File: config.mk
export PLATFORM = sky130hd
export DESIGN_NAME = slow_divider_flat
export DESIGN_NICKNAME = d
export VERILOG_FILES = /design/src/rtl/slow_divider_pkg.sv /design/src/rtl/slow_divider_if.sv /design/src/rtl/slow_divider_step.sv /design/src/rtl/slow_divider.sv /design/src/flat_wrapper.sv
export SDC_FILE = /design/constraint.sdc
export NUM_CORES = 1
export LEC_CHECK = 0
export CORE_ASPECT_RATIO = 0.7
export CORE_MARGIN = 1
export CORE_UTILIZATION = 30
export CTS_BUF_LIST = sky130_fd_sc_hd__clkbuf_4
export CTS_CLUSTER_DIAMETER = 50
export DETAILED_ROUTE_END_ITERATION = 6
export PLACE_DENSITY = 0.56
export SYNTH_ARGS = -nofsm -noshare
export SYNTH_HDL_FRONTEND = slang
export SYNTH_SLANG_ARGS = --single-unit
File: constraint.sdc
create_clock -name clk -period 1.9 [get_ports clk]
set_input_delay 0.19 -clock clk [delete_from_list [all_inputs] [get_ports clk]]
set_output_delay 0.19 -clock clk [all_outputs]
set_load 0.05 [all_outputs]
File: src/rtl/slow_divider_pkg.sv
// Shared types and defaults for the slow_divider restoring divider.
package slow_divider_pkg;

  localparam int unsigned DEF_WIDTH = 4;

  typedef enum logic [1:0] {
    IDLE = 2'd0,
    BUSY = 2'd1,
    DONE = 2'd2
  } state_t;

endpackage

File: src/rtl/slow_divider_if.sv
// Request/result bundle for slow_divider; SLOW_DIV_DBZ_EN adds the dbz flag.
interface slow_divider_if #(
  parameter int unsigned WIDTH = slow_divider_pkg::DEF_WIDTH
);
  logic             start;
  logic [WIDTH-1:0] X;
  logic [WIDTH-1:0] Y;
  logic             valid;
  logic [WIDTH-1:0] quot;
  logic [WIDTH-1:0] rem;
`ifdef SLOW_DIV_DBZ_EN
  logic             dbz;

  modport master (output start, X, Y, input valid, quot, rem, dbz);
  modport slave  (input start, X, Y, output valid, quot, rem, dbz);
`else
  modport master (output start, X, Y, input valid, quot, rem);
  modport slave  (input start, X, Y, output valid, quot, rem);
`endif
endinterface

File: src/rtl/slow_divider_step.sv
// One restoring-division iteration: shift in a dividend bit, trial-subtract the divisor.
module slow_divider_step #(
  parameter int unsigned WIDTH = slow_divider_pkg::DEF_WIDTH
) (
  input  logic [WIDTH-1:0] part_i,
  input  logic             msb_i,
  input  logic [WIDTH-1:0] dvs_i,
  output logic [WIDTH-1:0] part_o,
  output logic             qbit_o
);
  logic [WIDTH:0]   trial;
  logic [WIDTH-1:0] diff;

  // The difference always fits WIDTH bits when the compare succeeds, so the
  // subtraction can be done at WIDTH bits while the compare uses WIDTH+1.
  always_comb begin
    trial  = {part_i, msb_i};
    qbit_o = (trial >= {1'b0, dvs_i});
    diff   = trial[WIDTH-1:0] - dvs_i;
    part_o = qbit_o ? diff : trial[WIDTH-1:0];
  end
endmodule

File: src/rtl/slow_divider.sv
// Sequential shift-subtract unsigned divider, one quotient bit per cycle.
// Define SLOW_DIV_DBZ_EN to add the divide-by-zero flag on the interface.
module slow_divider
  import slow_divider_pkg::*;
#(
  parameter int unsigned WIDTH = DEF_WIDTH
) (
  input  logic         clk,
  input  logic         rst,
  slow_divider_if.slave bus
);
  localparam int unsigned CW = $clog2(WIDTH + 1);

  state_t           state_q, state_d;
  logic [CW-1:0]    cnt_q, cnt_d;
  logic [WIDTH-1:0] dvd_q, dvd_d;
  logic [WIDTH-1:0] dvs_q, dvs_d;
  logic [WIDTH-1:0] part_q, part_d;
  logic [WIDTH-1:0] quot_q, quot_d;
  logic [WIDTH-1:0] rem_q, rem_d;
  logic             valid_q, valid_d;
`ifdef SLOW_DIV_DBZ_EN
  logic             dbz_q, dbz_d;
`endif

  logic [WIDTH-1:0] part_nxt;
  logic             qbit;

  slow_divider_step #(.WIDTH(WIDTH)) u_step (
    .part_i (part_q),
    .msb_i  (dvd_q[WIDTH-1]),
    .dvs_i  (dvs_q),
    .part_o (part_nxt),
    .qbit_o (qbit)
  );

  // Quotient bits shift into the vacated low end of the dividend register.
  always_comb begin
    state_d = state_q;
    cnt_d   = cnt_q;
    dvd_d   = dvd_q;
    dvs_d   = dvs_q;
    part_d  = part_q;
    quot_d  = quot_q;
    rem_d   = rem_q;
    valid_d = valid_q;
`ifdef SLOW_DIV_DBZ_EN
    dbz_d   = dbz_q;
`endif
    case (state_q)
      IDLE, DONE: begin
        if (bus.start) begin
          dvd_d   = bus.X;
          dvs_d   = bus.Y;
          part_d  = '0;
          cnt_d   = CW'(WIDTH);
          valid_d = 1'b0;
`ifdef SLOW_DIV_DBZ_EN
          dbz_d   = 1'b0;
`endif
          state_d = BUSY;
        end
      end
      BUSY: begin
        dvd_d  = {dvd_q[WIDTH-2:0], qbit};
        part_d = part_nxt;
        cnt_d  = cnt_q - CW'(1);
        if (cnt_q == CW'(1)) begin
          quot_d  = {dvd_q[WIDTH-2:0], qbit};
          rem_d   = part_nxt;
          valid_d = 1'b1;
`ifdef SLOW_DIV_DBZ_EN
          dbz_d   = (dvs_q == '0);
`endif
          state_d = DONE;
        end
      end
      default: state_d = IDLE;
    endcase
  end

  always_ff @(posedge clk or negedge rst) begin
    if (!rst) begin
      state_q <= IDLE;
      cnt_q   <= '0;
      dvd_q   <= '0;
      dvs_q   <= '0;
      part_q  <= '0;
      quot_q  <= '0;
      rem_q   <= '0;
      valid_q <= 1'b0;
`ifdef SLOW_DIV_DBZ_EN
      dbz_q   <= 1'b0;
`endif
    end else begin
      state_q <= state_d;
      cnt_q   <= cnt_d;
      dvd_q   <= dvd_d;
      dvs_q   <= dvs_d;
      part_q  <= part_d;
      quot_q  <= quot_d;
      rem_q   <= rem_d;
      valid_q <= valid_d;
`ifdef SLOW_DIV_DBZ_EN
      dbz_q   <= dbz_d;
`endif
    end
  end

  assign bus.valid = valid_q;
  assign bus.quot  = quot_q;
  assign bus.rem   = rem_q;
`ifdef SLOW_DIV_DBZ_EN
  assign bus.dbz   = dbz_q;
`endif
endmodule

File: src/flat_wrapper.sv
// flat-port wrapper written by rule: the top's interface ports become plain ports
module slow_divider_flat import slow_divider_pkg::*;
#(
  parameter int unsigned WIDTH = DEF_WIDTH
)
  (clk, rst, bus_start, bus_X, bus_Y, bus_valid, bus_quot, bus_rem);
  slow_divider_if #(.WIDTH(WIDTH)) bus_i ();
  input  logic clk;
  input  logic rst;
  input wire logic [$bits(bus_i.start)-1:0] bus_start;
  input wire logic [$bits(bus_i.X)-1:0] bus_X;
  input wire logic [$bits(bus_i.Y)-1:0] bus_Y;
  output wire logic [$bits(bus_i.valid)-1:0] bus_valid;
  output wire logic [$bits(bus_i.quot)-1:0] bus_quot;
  output wire logic [$bits(bus_i.rem)-1:0] bus_rem;
  assign bus_i.start = bus_start;
  assign bus_i.X = bus_X;
  assign bus_i.Y = bus_Y;
  assign bus_valid = bus_i.valid;
  assign bus_quot = bus_i.quot;
  assign bus_rem = bus_i.rem;
  slow_divider #(.WIDTH(WIDTH)) u_core (.clk(clk), .rst(rst), .bus(bus_i));
endmodule
Yosys cells after proc, flatten, opt, wreduce, memory -nomap -nowiden. Index checks and enable logic that the tools add are counted.

Add/subtract/negate cells: 2. $lt $le $gt $ge: 1. Equality and inequality tests: 5. Muxes and demuxes: 13. Reductions and logical operators: 8.

Operator list (count): 4-bit one-hot mux with 2 select lines (2); 4-bit two-way mux (3); 2-bit AND reduction (4); 3-bit one-hot mux with 2 select lines (1); 5-bit by 4-bit greater-or-equal comparator with 1-bit output (1); 2-bit two-way mux (2); 2-bit one-hot mux with 2 select lines (1); 4-bit subtractor (1); 3-bit by 1-bit == test with 1-bit output (second input constant) (1); 3-bit two-way mux (1); 3-bit AND reduction (1); 3-bit by 1-bit subtractor with 3-bit output (second input constant) (1); 2-bit by 1-bit == test with 1-bit output (second input constant) (1); 2-bit == test (second input constant) (1); 2-bit logical NOT (1); 1-bit two-way mux (2); 2-bit by 1-bit != test with 1-bit output (second input constant) (1); 2-bit != test (second input constant) (1); 1-bit one-hot mux with 2 select lines (1); 2-bit nonzero test (1); 2-bit OR reduction (1).

Flip-flop bits (word level): 26. Input bits: 11. Logic and storage cells: 37.

Logic depth before layout (Yosys ltp).
Word-level depth: 4. Depth in mapped cells: 7. Depth with buffers taken out: 7.

Cells and area by module. From an unflattened synthesis, not the netlist that was laid out.

Cell total of the unflattened synthesis: 129. Area total of the unflattened synthesis: 1408.9 um2.

By module, submodules not included: slow_divider (instances 1, cells each 101, area each 1184.9 um2, seq. area each 650.6 um2); slow_divider_step (instances 1, cells each 28, area each 224.0 um2, seq. area each 0.0 um2).

Worst setup path before layout. Ideal clock, no wire load.

Path type: register to register. From: register u_core.dvd_q[3]. To: register u_core.part_q[2]. Library setup time: 0.133 ns. Arrival: 1.488 ns. Data required time: 1.767 ns. Path slack: 0.279 ns. Cell stages (with the launch flop): 8. Clock period less this slack: 1.621 ns. Cell sequence: dfrtp_1 inv_1 ha_1 inv_1 fa_1 xor2_1 nor3_1 o31ai_1.

Cells in the longest elaborated chain, start to end: 3. Elaborated cells on any way between the ends: 4.

Ends and longest elaborated chain: from (decl) (line slow_divider.sv:16) `logic [WIDTH-1:0] dvd_q, dvd_d;`; from (signal assigned) (line slow_divider.sv:98) `dvd_q <= dvd_d;`; 4-bit subtractor / 5-bit by 4-bit greater-or-equal comparator with 1-bit output (equally long branches) (line slow_divider_step.sv:19, slow_divider_step.sv:18); 4-bit two-way mux * (line slow_divider_step.sv:20) `part_o = qbit_o ? diff : trial[WIDTH-1:0];`; 4-bit one-hot mux with 2 select lines * (line slow_divider.sv:50) `case (state_q)`; to (signal assigned) (line slow_divider.sv:100) `part_q <= part_d;`; to (decl) (line slow_divider.sv:18) `logic [WIDTH-1:0] part_q, part_d;`.

Every way passes the cells marked *; elsewhere a longest branch is shown, timed or not. A chain may end at the register's enable or synchronous reset.

Final worst setup path.
From: register u_core.part_q[0]. To: register u_core.rem_q[3], in the netlist u_core.bus.rem[3].

Cells in the longest elaborated chain, start to end: 2. Elaborated cells on any way between the ends: 3.

Ends and longest elaborated chain: 4-bit subtractor / 5-bit by 4-bit greater-or-equal comparator with 1-bit output (equally long branches) (line slow_divider_step.sv:19, slow_divider_step.sv:18); 4-bit two-way mux * (line slow_divider_step.sv:20); to (signal assigned) (line slow_divider.sv:102) `rem_q <= rem_d;`; to (decl) (line slow_divider.sv:20) `logic [WIDTH-1:0] rem_q, rem_d;`.

Marked as above.

==> results by group <==
Pwr
  • P_leak: approximately 0.73 nW
  • Max VDD drop: about 0.84 mV
  • P per Cell Area: approximately 2000 mW/mm^2

Timing
  • Fin. max-slew vios: 0
  • Slew @ Worst Pin: between 0.4 and 0.5 ns
  • Setup TNS: 0 ns
  • Hold slack: ~0.24 ns
  • Period utilisation layout: 0.9026
  • Clock Skew: a little over 0.008 ns
  • Fmax: 583.1 MHz
  • RSZ-0062 raised after global routing: no
  • Tmin final: about 1.7 ns
  • Final hold vios: 0
  • Worst slew margin: 0.6682
  • Setup-failing EPs final: 0

Clocking
  • Worst-Skew Late Latency: ~0.32 ns
  • Reg clk slew, reported paths: approximately 0.14 ns
  • H-tree depth: 1
  • Worst-case clock buffer depth: 2
  • Post-CTS Setup Bufs: 0
  • Cts hold-fix bufs: 0
  • Clock sink count: 26
  • CTS tree: done
  • Clock buffers created by TritonCTS: 3
  • CTS Root Cell: clkbuf_4

Route
  • DR vias/cell: ~4.8
  • Routed WL: between 2000 and 3000 um
  • DRT Pass-1 Iters: 4
  • DR DRC count: 0
  • Initial drt markers: 39
  • DRT antenna net count: 0
  • Routed wire length per instance: between 10 and 15 um
  • Via count: ~1000

Cells and area
  • Synth-to-Final Area Change: 21.54%
  • Share of layout cells above drive strength 1: 0.1227
  • Multi-input logic area: between 600 and 700 sq um
  • Ant. Diodes: 0
  • Layout Nets: roughly 180
  • FF+latch area: around 650 sq um
  • Cell area after layout: between 0.0015 and 0.002 sq mm
  • Fill count: ~400

Logic synthesis
  • Post-synth cell types: 36
  • Cell count after synthesis: between 100 and 150
  • Avg Cell Area, Syn: about 9.6 sq um
  • Top FF cell, synth: dfrtp_1
  • Sequential fraction of the synthesis area: 0.4828
  • Post-synth top area share: 0.4828
  • Syn Nets: roughly 160
  • Synth top cells by count: nand2_1, dfrtp_1, o21ai_0
  • Post-Syn Area: between 0.001 and 0.0015 sq mm
  • Synth warnings: 0
  • Area leader, netlist: dfrtp_1
  • Post-synth EDFFs: 0
  • Most numerous cell in the Yosys netlist: nand2_1
  • Ranking of synthesized cells by area: dfrtp_1, nand2_1, ha_1
  • Asr flop ratio synth: 1.000
  • Post-synthesis register bit count: 26

GRT
  • Aggregate global routing overflow: 0
  • Initial antenna violation count: 0
  • GRT Total Usage: 0.1395
  • Largest net degree at the start of global routing: 27
  • Number of global-route vias before repair: slightly above 1000
  • First-pass GRT wire length: around 4900 um

Outcome
  • Status: finished, final reports clean

Floorplan
  • Die height: around 58 um
  • Core Box Area: approximately 0.0041 sq mm
  • Rows: 19
  • Boundary pin count: 20
  • Die Area: 0.004768 sq mm
  • Initial Util: 0.3277
  • Die width: 82.11 um

Critical path
  • CP Data Required Time: 2.12 ns
  • Worst setup EP type: flip-flop
  • Worst setup SP type: flip-flop
  • WP data arrival: 1.94 ns
  • Worst-path maximum fanout: 6
  • Crit path kind: flip-flop to flip-flop

Placed design
  • Final RePlAce weighted congestion: between 0.8 and 0.9
  • IO buf count: 19
  • Detailed Place HPWL: 2143 um
  • Post-Place Cell Area: around 0.0016 sq mm

Run
  • Max-cap violations: 0

Hold path
  • Min-Delay Path Class: input pin to async pin
==> final cells by class <==
type	count	share of cell area
Tap cell	52	0.03973
Multi-Input combinational cell	101	0.3919
Clock inverter	1	0.002292
Inverter	9	0.02063
Sequential cell	26	0.3973
Clock buffer	3	0.01375
Timing Repair Buffer	23	0.1345
==> logic make-up after synthesis <==
kind of cell,after synthesis,share of synthesized area
flops,26,0.4828
compound gates,33,0.1792
buf+inv,14,0.04456
xor+xnor,1,0.006501
fa+ha+maj,7,0.07057
simple gates,60,0.2163
==> worst max-delay path, cell delays in order (launching register included) <==
cell and delay [ns]:
dfrtp_1 0.47, ha_1 0.33, inv_1 0.07, o21ai_2 0.30, a21oi_2 0.12, o41ai_2 0.33
==> cells in the final DEF (no fill, tap or decap), drive strengths merged, types with 3 or more instances in the layout <==
cell type and instances:
nand2b 4, dfrtp 26, o21ai 14, nand3 3, nand2 33, clkbuf 3
buf 4, inv 9, o31ai 3, nor2b 4, a21oi 5, and2 3
clkdlybuf4s50 19, ha 6, nor2 7
==> final timing paths <==
| kind | start | end | slack, ns | depth (start not counted) |
|---|---|---|---|---|
| setup / recovery | u_core.part_q[0]$_DFFE_PN0P_ | u_core.bus.rem[3]$_DFFE_PN0P_ | 0.18 | 5 |
| hold / removal | rst | u_core.bus.quot[1]$_DFFE_PN0P_ | 0.24 | 2 |
| setup reg to reg | u_core.part_q[0]$_DFFE_PN0P_ | u_core.bus.rem[3]$_DFFE_PN0P_ | 0.18 | 5 |
| hold reg to reg | u_core.bus.quot[0]$_DFFE_PN0P_ | u_core.bus.quot[0]$_DFFE_PN0P_ | 0.50 | 2 |
| max in group asynchronous | rst | u_core.dvd_q[3]$_DFFE_PN0P_ | 1.40 | 2 |
| min in group clk | bus_Y[0] | u_core.dvs_q[0]$_DFFE_PN0P_ | 0.39 | 3 |
==> power by group <==
group / internal [mW] / switching [mW]
clock network: 0.0770 / 0.162
logic: 0.782 / 1.27
registers: 0.822 / 0.177
==> registers in the layout, indices dropped and copies added, names as in the netlist <==
register,cells
u_core.dvd_q,4
u_core.bus.valid,1
u_core.bus.rem,4
u_core.state_q,2
u_core.cnt_q,3
u_core.part_q,4
u_core.bus.quot,4
u_core.dvs_q,4
==> routing by layer <==
layer,track usage,up-vias,routed length [um]
met3,0.03780,2,122
li1,-,523,-
met1,0.1986,486,1530
met4,0.04511,0,30
met2,0.2043,20,1196
met5,0,-,0
==> what timing repair did <==
item,CTS,global route
setup endpoints to repair,0,2
gates resized for setup,0,1
endpoints found under the hold margin,0,0
==> through the flow <==
| stage | utilization | power, mW | setup WS, ns | instances |
|---|---|---|---|---|
| 2_1_floorplan | - | 2.526 | 0.2790 | 141 |
| 3_3_place_gp | 0.3906 | 2.982 | 0.1990 | 211 |
| 3_5_place_dp | 0.3906 | 3.036 | 0.1384 | 211 |
| 4_1_cts | 0.3970 | 3.277 | 0.1287 | 215 |
| 5_1_grt | 0.3982 | 3.579 | 0.002659 | 215 |
| 6_report | 0.3982 | 3.286 | 0.1850 | 215 |
No activity file was read; power rests on OpenSTA's default activity.
